### config.mk
export PLATFORM = sky130hd
export DESIGN_NAME = hazard_ctrl
export DESIGN_NICKNAME = d
export VERILOG_FILES = /design/src/rtl/hazard_ctrl_pkg.sv /design/src/rtl/hazard_ctrl_sat_counter.sv /design/src/rtl/hazard_ctrl.sv
export SDC_FILE = /design/constraint.sdc
export NUM_CORES = 1
export LEC_CHECK = 0
export BUFFER_PORTS_ARGS = -buffer_cell sky130_fd_sc_hd__buf_2
export CORE_ASPECT_RATIO = 2
export CORE_MARGIN = 10
export CORE_UTILIZATION = 49
export DETAILED_ROUTE_END_ITERATION = 10
export GPL_ROUTABILITY_DRIVEN = 0
export PLACE_DENSITY_LB_ADDON = 0.2
export SLEW_MARGIN = 15
export SYNTH_ARGS = -nofsm -noshare
export SYNTH_HDL_FRONTEND = slang
export SYNTH_SLANG_ARGS = --single-unit
### constraint.sdc
create_clock -name clk_i -period 1.9 [get_ports clk_i]
set_clock_uncertainty 0.1 [all_clocks]
set_input_delay 0.19 -clock clk_i [delete_from_list [all_inputs] [get_ports clk_i]]
set_output_delay 0.19 -clock clk_i [all_outputs]
set_load 0.05 [all_outputs]
### src/rtl/hazard_ctrl_pkg.sv
// Shared types for the pipeline hazard controller: sequencer state encoding
// and the bundle of per-cycle pipeline control strobes.
package hazard_ctrl_pkg;

  typedef enum logic [1:0] {
    ST_RUN      = 2'd0,
    ST_MEM_WAIT = 2'd1,
    ST_FAULT    = 2'd2
  } state_t;

  localparam int WAIT_W = 16;

  typedef struct packed {
    logic pc_write;
    logic if_id_stall;
    logic if_id_flush;
    logic id_ex_bubble;
    logic be_freeze;
  } ctrl_t;

  localparam ctrl_t CTRL_NONE   = '0;
  localparam ctrl_t CTRL_FREEZE = '{pc_write: 1'b0, if_id_stall: 1'b1, if_id_flush: 1'b0,
                                    id_ex_bubble: 1'b0, be_freeze: 1'b1};
  localparam ctrl_t CTRL_LU     = '{pc_write: 1'b0, if_id_stall: 1'b1, if_id_flush: 1'b0,
                                    id_ex_bubble: 1'b1, be_freeze: 1'b0};
  localparam ctrl_t CTRL_FLUSH  = '{pc_write: 1'b1, if_id_stall: 1'b0, if_id_flush: 1'b1,
                                    id_ex_bubble: 1'b0, be_freeze: 1'b0};
  localparam ctrl_t CTRL_ADV    = '{pc_write: 1'b1, if_id_stall: 1'b0, if_id_flush: 1'b0,
                                    id_ex_bubble: 1'b0, be_freeze: 1'b0};

endpackage

### src/rtl/hazard_ctrl_sat_counter.sv
// Saturating up-counter with synchronous active-low clear; holds at all-ones.
module hazard_ctrl_sat_counter #(
  parameter int WIDTH = 32
) (
  input  logic             clk_i,
  input  logic             rst_i,
  input  logic             en_i,
  output logic [WIDTH-1:0] count_o
);

  logic [WIDTH-1:0] r_cnt;

  always_ff @(posedge clk_i) begin
    if (!rst_i) begin
      r_cnt <= '0;
    end else if (en_i && (r_cnt != '1)) begin
      r_cnt <= r_cnt + {{(WIDTH-1){1'b0}}, 1'b1};
    end
  end

  assign count_o = r_cnt;

endmodule

### src/rtl/hazard_ctrl.sv
// Pipeline sequencing controller: load-use stalls, taken-branch flushes,
// data-memory freezes with a sticky timeout, and saturating perf counters.
module hazard_ctrl
  import hazard_ctrl_pkg::*;
#(
  parameter int RA_W        = 5,
  parameter int CNT_W       = 32,
  parameter int MEM_TIMEOUT = 255
) (
  input  logic             clk_i,
  input  logic             rst_i,
  input  logic [RA_W-1:0]  id_rs1_i,
  input  logic [RA_W-1:0]  id_rs2_i,
  input  logic             id_use_rs1_i,
  input  logic             id_use_rs2_i,
  input  logic [RA_W-1:0]  ex_rd_i,
  input  logic             ex_memread_i,
  input  logic             id_br_taken_i,
  input  logic             mem_stall_i,
  output logic             pc_write_o,
  output logic             if_id_stall_o,
  output logic             if_id_flush_o,
  output logic             id_ex_bubble_o,
  output logic             be_freeze_o,
  output logic             timeout_o,
  output logic [CNT_W-1:0] stall_cnt_o,
  output logic [CNT_W-1:0] flush_cnt_o,
  output state_t           dbg_state_o
);

  localparam logic [WAIT_W-1:0] TIMEOUT = WAIT_W'(MEM_TIMEOUT);

  state_t            r_state;
  state_t            w_state_nxt;
  logic [WAIT_W-1:0] r_wait_cnt;
  logic [WAIT_W-1:0] w_wait_nxt;
  ctrl_t             w_ctrl;
  logic              w_lu;

  assign w_lu = ex_memread_i && (ex_rd_i != '0) &&
                ((id_use_rs1_i && (id_rs1_i == ex_rd_i)) ||
                 (id_use_rs2_i && (id_rs2_i == ex_rd_i)));

  always_ff @(posedge clk_i) begin
    if (!rst_i) begin
      r_state    <= ST_RUN;
      r_wait_cnt <= '0;
    end else begin
      r_state    <= w_state_nxt;
      r_wait_cnt <= w_wait_nxt;
    end
  end

  // wait count includes the RUN cycle that first saw the stall
  always_comb begin
    w_state_nxt = r_state;
    w_wait_nxt  = r_wait_cnt;
    case (r_state)
      ST_RUN, ST_MEM_WAIT: begin
        if (!mem_stall_i) begin
          w_state_nxt = ST_RUN;
          w_wait_nxt  = '0;
        end else if (r_state == ST_RUN) begin
          w_state_nxt = ST_MEM_WAIT;
          w_wait_nxt  = WAIT_W'(1);
        end else if (r_wait_cnt >= TIMEOUT) begin
          w_state_nxt = ST_FAULT;
        end else begin
          w_wait_nxt = r_wait_cnt + WAIT_W'(1);
        end
      end
      ST_FAULT: w_state_nxt = ST_FAULT;
      default: begin
        w_state_nxt = ST_RUN;
        w_wait_nxt  = '0;
      end
    endcase
  end

  always_comb begin
    w_ctrl = CTRL_NONE;
    if (rst_i) begin
      if ((r_state == ST_FAULT) || mem_stall_i) w_ctrl = CTRL_FREEZE;
      else if (w_lu)                            w_ctrl = CTRL_LU;
      else if (id_br_taken_i)                   w_ctrl = CTRL_FLUSH;
      else                                      w_ctrl = CTRL_ADV;
    end
  end

  assign pc_write_o     = w_ctrl.pc_write;
  assign if_id_stall_o  = w_ctrl.if_id_stall;
  assign if_id_flush_o  = w_ctrl.if_id_flush;
  assign id_ex_bubble_o = w_ctrl.id_ex_bubble;
  assign be_freeze_o    = w_ctrl.be_freeze;
  assign timeout_o      = (r_state == ST_FAULT);
  assign dbg_state_o    = r_state;

  hazard_ctrl_sat_counter #(.WIDTH(CNT_W)) u_stall_cnt (
    .clk_i   (clk_i),
    .rst_i   (rst_i),
    .en_i    (!w_ctrl.pc_write),
    .count_o (stall_cnt_o)
  );

  hazard_ctrl_sat_counter #(.WIDTH(CNT_W)) u_flush_cnt (
    .clk_i   (clk_i),
    .rst_i   (rst_i),
    .en_i    (w_ctrl.if_id_flush),
    .count_o (flush_cnt_o)
  );

endmodule

==> metrics.md <==
| Metric | Value |
|---|---|
| Design Area, Final | `0.00750 mm²` |
| Status | `finished, violations left` |
| # DRC | `0` |
| Routed vias | `5721` |
| Tot Pwr | `4.16 mW` |
| Layout area overhead | `83.0%` |
| Commonest cells after routing, fill and taps aside | `146 x buf_4, 87 x buf_2, 47 x nand2_1` |
| Violations in the final reports | `negative setup slack` |
| CTS hold repair buffers | `0` |
| First-pass GRT wire length | `26.2 mm` |
| Total GRT Usage | `25.0%` |
| Synth warn | `0` |
| Layout cells sized above 1 | `63.0%` |
| Setup CP Type | `reg -> reg` |
| M2 GR Usage | `47.2%` |
| CP Capture Type | `register` |
| Worst Setup Slack, final | `-0.322 ns` |
| Post-route ant nets | `0` |
| Vias per inst | `6.54` |
| Routed length per instance | `24.5 µm` |
| Number of global-route vias before repair | `5545` |
| CTS tree | `built` |
| Post-synthesis sequential area ratio | `40.1%` |
| Placed cell count | `811` |
| Clock insertion delay at the later pin of the skew report | `0.35 ns` |
| RSZ-0062 raised after global routing | `true` |
| Required time of the critical path | `2.00 ns` |
| First-pass DRT Iterations | `5` |
| Die Width | `84.7 µm` |
| Final period util | `117%` |
| Fin. Hold Viols | `0` |
| Post-layout util | `91.1%` |
| Initial antenna violation count | `1` |
| Dominant synthesized flop cell | `dfxtp_1` |
| Max-slew headroom | `59.5%` |
| Synth async-reset ratio | `0%` |
| Fin. max-slew vios | `0` |
| Grt met3 use | `4.70%` |
| Sink Count | `82` |
| Placed cell areas | `0.00586 mm²` |
| Post-route minimum period | `2.22 ns` |
| CTS Buf Count | `9` |
| Hold WS | `0.242 ns` |
| Max_cap viols | `0` |
| Number of synthesized flops with an enable pin | `0` |
| CP Launch Type | `register` |
| Commonest non-fill, non-tap cell in the layout | `buf_4` |
| Fin cells | `875` |
| Cell internal pwr | `3.07 mW` |
| Busiest grt layer | `met2` |
| Final setup viols | `79` |
| Placement Rows | `47` |
| Net Sw Frac | `26.1%` |
| 1st-iter DRT viols | `430` |
| Pin count of the biggest net entering global routing | `33` |
| Post-Syn Instances | `505` |
| Switch Pwr | `1.08 mW` |
| Crit path from | `r_wait_cnt[14]` |
| DP Worst Slack | `-0.354 ns` |
| Comb power frac | `13.9%` |
| Root buffer cell | `clkbuf_16` |
| Fillers | `308` |
| Clk buf depth | `2` |
| Syn Std Cell Area | `0.00410 mm²` |
| Setup TNS | `-12.41 ns` |
| Worst Max-Slew Pin Slew | `0.603 ns` |
| Hold Startpoint | `rst_i` |
| Met1 Track Usage GR | `23.6%` |
| Critical path data arrival time | `2.32 ns` |
| Seq pwr share | `41.0%` |
| Leakage | `3.06 nW` |
| GRT overflow | `0` |
| Synthesized Nets | `530` |
| Initial core utilization | `49.8%` |
| H-Tree Level Count | `3` |
| Syn_area_per_cell | `8.11 µm²` |
| Fmax | `0.450 GHz` |
| Type of the worst min-delay path | `in -> reg` |
| Nets | `796` |
| Core Region | `0.00823 mm²` |
| Max IR drop VDD | `0.793 mV` |
| Reg2Reg Launch Point | `r_wait_cnt[14]` |
| Clock network power share | `45.2%` |
| PD cells | `555 mW/mm²` |
| IO buf count | `93` |
| CTS clk-pin slew, worst paths | `0.06 ns` |
| Detailed placer's ending HPWL | `10.5 mm` |
| Final WL | `21.5 mm` |
| DIE AREA | `0.0126 mm²` |
| Yosys reg bits | `82` |
| Critical-path maximum fanout | `3` |
| Num ports | `94` |
| Synth cell types | `52` |
| Die extent in y | `149 µm` |
-- final timing paths --
| path | to | slack (ns) | cells past startpoint |
|---|---|---|---|
| worst min-delay path | dbg_state_o[0] | 0.24 | 4 |
| worst max-delay path | r_wait_cnt[5] | -0.32 | 6 |
| worst max register to register | r_wait_cnt[5] | -0.32 | 6 |
| worst min register to register | r_wait_cnt[15] | 0.36 | 1 |
-- worst max-delay path: stages, from the launching register on --
cell	delay, ns
dfxtp_1	0.32
or4_4	0.52
a311o_1	0.40
a211oi_2	0.33
nand3_1	0.17
xor2_1	0.18
nor2_1	0.06
-- what timing repair did --
action                                  4_1_cts  5_1_grt
pin swaps                                    53       61
gates resized for setup                      88      130
gates cloned                                  3        2
endpoints found under the setup margin       67       82
setup buffers                                18       28
-- synth_stat cells (2+ instances only) --
cell type / count / area (µm²)
a211oi_1: 3 / 22.5
a21oi_1: 55 / 275
a311oi_1: 3 / 26.3
a41oi_1: 2 / 17.5
and2_1: 12 / 75.1
and3_1: 4 / 25.0
and4_1: 5 / 43.8
buf_4: 5 / 37.5
clkbuf_1: 11 / 41.3
dfxtp_1: 82 / 1640
ha_1: 3 / 37.5
inv_1: 13 / 48.8
mux2i_1: 8 / 80.1
nand2_1: 53 / 199
nand2b_1: 6 / 37.5
nand3_1: 26 / 130
nand4_1: 22 / 138
nor2_1: 30 / 113
nor3_1: 10 / 50.1
nor4_1: 8 / 50.1
o211ai_1: 4 / 30.0
o21ai_0: 35 / 175
o21ai_1: 2 / 10.0
o31ai_1: 13 / 97.6
or3_1: 30 / 188
or4_1: 17 / 128
xnor2_1: 14 / 123
xor2_1: 5 / 43.8
-- routing by layer --
metal | vias to the layer above | share of wire, % | wire length (µm)
met5 | - | 0 | 0
li1 | 2416 | - | -
met2 | 460 | 52 | 11200
met4 | 0 | 8.0 | 1720
met3 | 159 | 8.1 | 1730
met1 | 2686 | 32 | 6790
-- logic make-up (layout without fill, tap and decap cells) --
logic type	after synthesis	in the layout	share of synthesized area, %
and+or+nand+nor	230	230	30.2
muxes	8	8	1.95
buffers and inverters	31	302	3.51
adders and majority gates	3	3	0.916
other	0	1	0
xor gates and xnor gates	19	19	4.06
DFF	82	82	40.1
AOI/OAI and AO/OA	132	132	19.3
-- flip-flops by register name (all words and copies together) (netlist names) --
name and count:
u_flush_cnt.count_o 32, dbg_state_o 2, u_stall_cnt.count_o 32, r_wait_cnt 16
-- power groups by stage --
| stage | Sequential, mW | Clock (mW) | Combinational (mW) |
|---|---|---|---|
| after floorplan | 1.79 | 0 | 0.167 |
| after global placement | 1.74 | 0 | 0.369 |
| after detailed placement | 1.74 | 0 | 0.378 |
| after CTS | 1.70 | 1.85 | 0.449 |
| after global routing | 1.70 | 1.94 | 0.593 |
| final | 1.70 | 1.88 | 0.576 |
-- layout make-up --
cell class | count | area (µm²) | share of cell area [%]
multi-input combinational | 392 | 3150 | 42.0
timing repair buffer | 273 | 2060 | 27.4
sequential | 82 | 1800 | 24.0
clock buffer | 10 | 229 | 3.05
tap | 98 | 123 | 1.64
clock inverter | 6 | 81.3 | 1.08
inverter | 13 | 55.1 | 0.734
antenna | 1 | 2.50 | 0.0334
No activity file was read; power rests on OpenSTA's default activity.
